### src/rtl/rr_arbiter_4.sv
// Four-way round-robin arbiter: registered one-hot grant plus binary index, held until
// release, owner withdrawal or hold-time limit, with a one-cycle idle gap on every handoff.
//
//   state | meaning
//   IDLE  | no owner; arbitrate among req_i starting after last winner
//   GRANT | grant_o owned by grant_idx_o; watch rel, withdrawal, hold limit
module rr_arbiter_4 #(
  parameter int HOLD_MAX = 16,
  parameter int CNT_W    = 5
) (
  input  logic       clk,
  input  logic       rst_n,
  input  logic [3:0] req_i,
  input  logic       rel_i,
  output logic [3:0] grant_o,
  output logic [1:0] grant_idx_o,
  output logic       busy_o,
  output logic       timeout_o
);

  typedef enum logic {IDLE, GRANT} state_e;

  localparam logic [CNT_W-1:0] HOLD_LIM = CNT_W'(HOLD_MAX);

  state_e           state_q;
  logic [1:0]       last_q;
  logic [1:0]       idx_q;
  logic [3:0]       grant_q;
  logic [CNT_W-1:0] cnt_q;
  logic             timeout_q;

  logic [1:0] win_idx;
  logic [1:0] cand;
  logic       found;
  logic       owner_req;
  logic       at_limit;
  logic       end_any;

  // Scan upward from the slot after the last winner, wrapping 3 -> 0.
  always_comb begin
    win_idx = last_q;
    cand    = last_q;
    found   = 1'b0;
    for (int k = 1; k <= 4; k++) begin
      cand = last_q + 2'(k);
      if (!found && req_i[cand]) begin
        win_idx = cand;
        found   = 1'b1;
      end
    end
  end

  assign owner_req = req_i[idx_q];
  assign at_limit  = (HOLD_MAX != 0) && (cnt_q == HOLD_LIM);
  assign end_any   = rel_i | ~owner_req | at_limit;

  always_ff @(posedge clk or negedge rst_n) begin
    if (!rst_n) begin
      state_q   <= IDLE;
      last_q    <= 2'd3;
      idx_q     <= 2'd0;
      grant_q   <= 4'b0000;
      cnt_q     <= '0;
      timeout_q <= 1'b0;
    end else begin
      case (state_q)
        IDLE: begin
          timeout_q <= 1'b0;
          if (|req_i) begin
            grant_q <= 4'b0001 << win_idx;
            idx_q   <= win_idx;
            cnt_q   <= CNT_W'(1);
            state_q <= GRANT;
          end
        end
        GRANT: begin
          if (end_any) begin
            grant_q   <= 4'b0000;
            last_q    <= idx_q;
            cnt_q     <= '0;
            // Only a pure timeout pulses; release or withdrawal takes precedence.
            timeout_q <= at_limit & ~rel_i & owner_req;
            state_q   <= IDLE;
          end else begin
            timeout_q <= 1'b0;
            if (cnt_q != '1) cnt_q <= cnt_q + 1'b1;
          end
        end
        default: state_q <= IDLE;
      endcase
    end
  end

  assign grant_o     = grant_q;
  assign grant_idx_o = idx_q;
  assign busy_o      = |grant_q;
  assign timeout_o   = timeout_q;

endmodule

### config.mk
export PLATFORM = sky130hd
export DESIGN_NAME = rr_arbiter_4
export DESIGN_NICKNAME = d
export VERILOG_FILES = /design/src/rtl/rr_arbiter_4.sv
export SDC_FILE = /design/constraint.sdc
export NUM_CORES = 1
export LEC_CHECK = 0
export ABC_AREA = 0
export ABC_CLOCK_PERIOD_IN_PS = 3750
export CAP_MARGIN = 20
export CORE_UTILIZATION = 55
export DETAILED_ROUTE_END_ITERATION = 8
export HOLD_SLACK_MARGIN = 0.02
export PLACE_DENSITY_LB_ADDON = 0.08
export SETUP_SLACK_MARGIN = 0.15
export SYNTH_ARGS = -nofsm -noshare
export SYNTH_HDL_FRONTEND = slang
export SYNTH_SLANG_ARGS = --single-unit
### constraint.sdc
create_clock -name clk -period 3.75 [get_ports clk]
set_clock_uncertainty 0.2 [all_clocks]
set_input_delay 0.375 -clock clk [delete_from_list [all_inputs] [get_ports clk]]
set_output_delay 0.375 -clock clk [all_outputs]
set_load 0.005 [all_outputs]
==> flow_summary_export.csv <==
group,metric,value,unit
run_status,status,"finished clean",
pwr,ir_worst_vdd,0.000353,V
synth,synth-compound-area-share,0.251,
clock_tree,cts_resized,0,
pwr,cellLeakagePower,0.462,nW
clock_tree,clk_latency,0.28,ns
worst_setup_path,critPathLaunchType,"flip-flop",
placement,post_dp_cell_area,0.00104,sq mm
global_route,antenna_found_initial,0,
drt,highest_layer,"met4",
drt,viasPerCell,5.99,
die,coreArea,0.00151,sq mm
synth,synth_flop_cell,"dfrtp_1",
drt,drt.antenna.violating_nets,0,
clock_tree,cts_setup_buffers,0,
drt,wl_met2,732,um
synth,synthArstFlopShare,1.00,
clock_tree,ctsHoldBuffers,0,
timing,setup_violations,0,
synth,synth_xor_area_frac,0,
final_layout,final_nets,109,
drt,firstDrtPassIters,4,
clock_tree,htreeDepth,1,
die,std_cell_rows,14,
global_route,grt_overflow,0,
final_layout,drive_gt1_frac,0.143,
placement,io_buffers,14,
clock_tree,clk_pin_slew_worst_paths,0.09,ns
synth,yosysUniqueCellTypes,42,
run,drv_cap,0,
worst_setup_path,critPathArrivalTime,1.66,ns
synth,postSynthAreaPerCell,10.8,sq um
final_layout,syn_to_final_growth,19.9,%
die,ios,15,
final_layout,final_common_cell,"clkdlybuf4s50_1",
drt,detail_route.wirelength,1.68,mm
synth,synthCells,82,
global_route,grt_pass1_vias,680,
synth,synthAdderAreaFrac,0.0423,
die,dieHeight,42.2,um
die,start_util,0.590,
clock_tree,tritoncts,"done",
die,die_area,0.00178,sq mm
drt,drcViolationCount,0,
worst_setup_path,crit_required,3.17,ns
clock_tree,clock-root-buffer,"clkbuf_4",
worst_setup_path,end_kind,"output pin",
drt,drtIter0Drc,9,
timing,worst_slew_pin_slew,0.679,ns
global_route,grt_pass1_wl,2.91,mm
timing,slew_headroom,0.546,
synth,synth-simple-area-share,0.177,
clock_tree,cts.sinks,15,
timing,post-route-period-util,0.597,
synth,syn-cell-area,888,sq um
placement,hpwlAfterDp,1.25,mm
timing,fin_crit,2.24,ns
placement,place_congestion,0.868,
die,dieWidth,42.2,um
synth,synth_top_family_by_area,"compound AO/OA/AOI/OAI gates",
drt,wire_per_inst,14.7,um
pwr,p_per_area,687,mW/mm^2
placement,place_inst,110,
worst_setup_path,crit_type,"reg2out",
clock_tree,ctsLongestPathBuffers,2,
synth,syn_nets,92,
timing,fmax,447,MHz
synth,synth-seq-cells,15,
timing,setup_tns,0,ns
synth,ys_warn_count,0,
final_layout,fin_cells,114,
worst_setup_path,path_max_fanout,3,
final_layout,diodes,0,
drt,wl_met1,850,um
global_route,grt_start_max_net_pins,16,
drt,met3_length,65,um
timing,finalHoldViolCount,0,
synth,yosysSeqAreaShare,0.425,
timing,rsz0062_at_grt,"false",
pwr,p_total,0.000732,W
min_path,holdCritPathClass,"in2async",
drt,via_count,683,
synth,synth-edff-count,0,
synth,synthMuxAreaShare,0.0718,
global_route,grt_use_total,0.215,
timing,slew_viol_final,0,
clock_tree,cts_buffers,3,
final_layout,final_cell_mix,"clkdlybuf4s50_1, dfrtp_1, inv_1, nor2_1, nand2_1",
final_layout,stdcell_area,0.00106,sq mm
[per-layer routing]
metal  vias to the layer above  GRT usage
met5                         -          0
met4                         0      0.119
met3                         4     0.0345
met2                        19      0.326
met1                       315      0.295
li1                        345          -
[final timing paths]
kind | start | end | slack, ns | depth (start not counted)
max | grant_o[1] | busy_o | 1.51 | 2
min | rst_n | timeout_o | 0.30 | 1
max reg2reg | cnt_q[0] | cnt_q[2] | 1.87 | 6
min reg2reg | grant_o[0] | grant_o[0] | 0.33 | 1
max in group asynchronous | rst_n | grant_idx_o[1] | 2.62 | 1
min in group clk | grant_o[0] | grant_o[0] | 0.33 | 1
[synthesized netlist by cell type, types with 2 or more instances]
cell type  instances  share of area
o211ai_1           2          0.017
mux2_1             2          0.025
o2bb2ai_1          2          0.020
dfstp_2            2          0.059
nand2b_1           3          0.021
dfrtp_1           13           0.37
ha_1               3          0.042
a21oi_1            3          0.017
nand4_1            2          0.014
nor2_1             5          0.021
a22o_1             3          0.030
inv_1              5          0.021
a32o_2             2          0.025
nand2_1            4          0.017
and3_1             2          0.014
mux2i_1            3          0.034
[final cells by class]
type,count,area (sq um)
Clock buffer,4,26.3
Multi-Input combinational cell,60,482
Sequential cell,15,378
Inverter,5,18.8
Fill cell,115,442
Timing Repair Buffer,14,140
Tap cell,16,20.0
[stage by stage]
| stage | hold slack (ns) | worst slack [ns] | util |
|---|---|---|---|
| 6_report | 0.296 | 1.51 | 0.707 |
| 5_1_grt | 0.345 | 1.48 | 0.707 |
| 4_1_cts | 0.316 | 1.50 | 0.707 |
| 3_5_place_dp | 0.301 | 1.58 | 0.689 |
| 3_3_place_gp | 0.301 | 1.62 | 0.689 |
| 2_1_floorplan | -0.121 | 1.99 | - |
[where the power goes]
part	internal [W]	switching, W	total, W	leakage [nW]
combinational	0.000196	0.000142	0.000338	0.257
clock	0.0000413	0.0000506	0.0000919	0.0150
sequential	0.000227	0.0000751	0.000302	0.190
[state kept, by name, summed over array words and instances (netlist names)]
register,flops
state_q,1
timeout_o,1
cnt_q,5
last_q,2
grant_idx_o,2
grant_o,4
[worst max-delay path: stages (launching register included)]
cell and delay [ns]:
dfrtp_1 0.40, or4_1 0.53, clkdlybuf4s50_1 0.46
[cells by family (layout without fill, tap and decap cells)]
family                     after synthesis  in the layout
adders and majority gates                3              3
DFF                                     15             15
muxes                                    6              6
and+or+nand+nor                         26             26
buffers and inverters                    7             23
AOI/OAI and AO/OA                       25             25
Note: power is estimated with default switching activity, not from simulation.
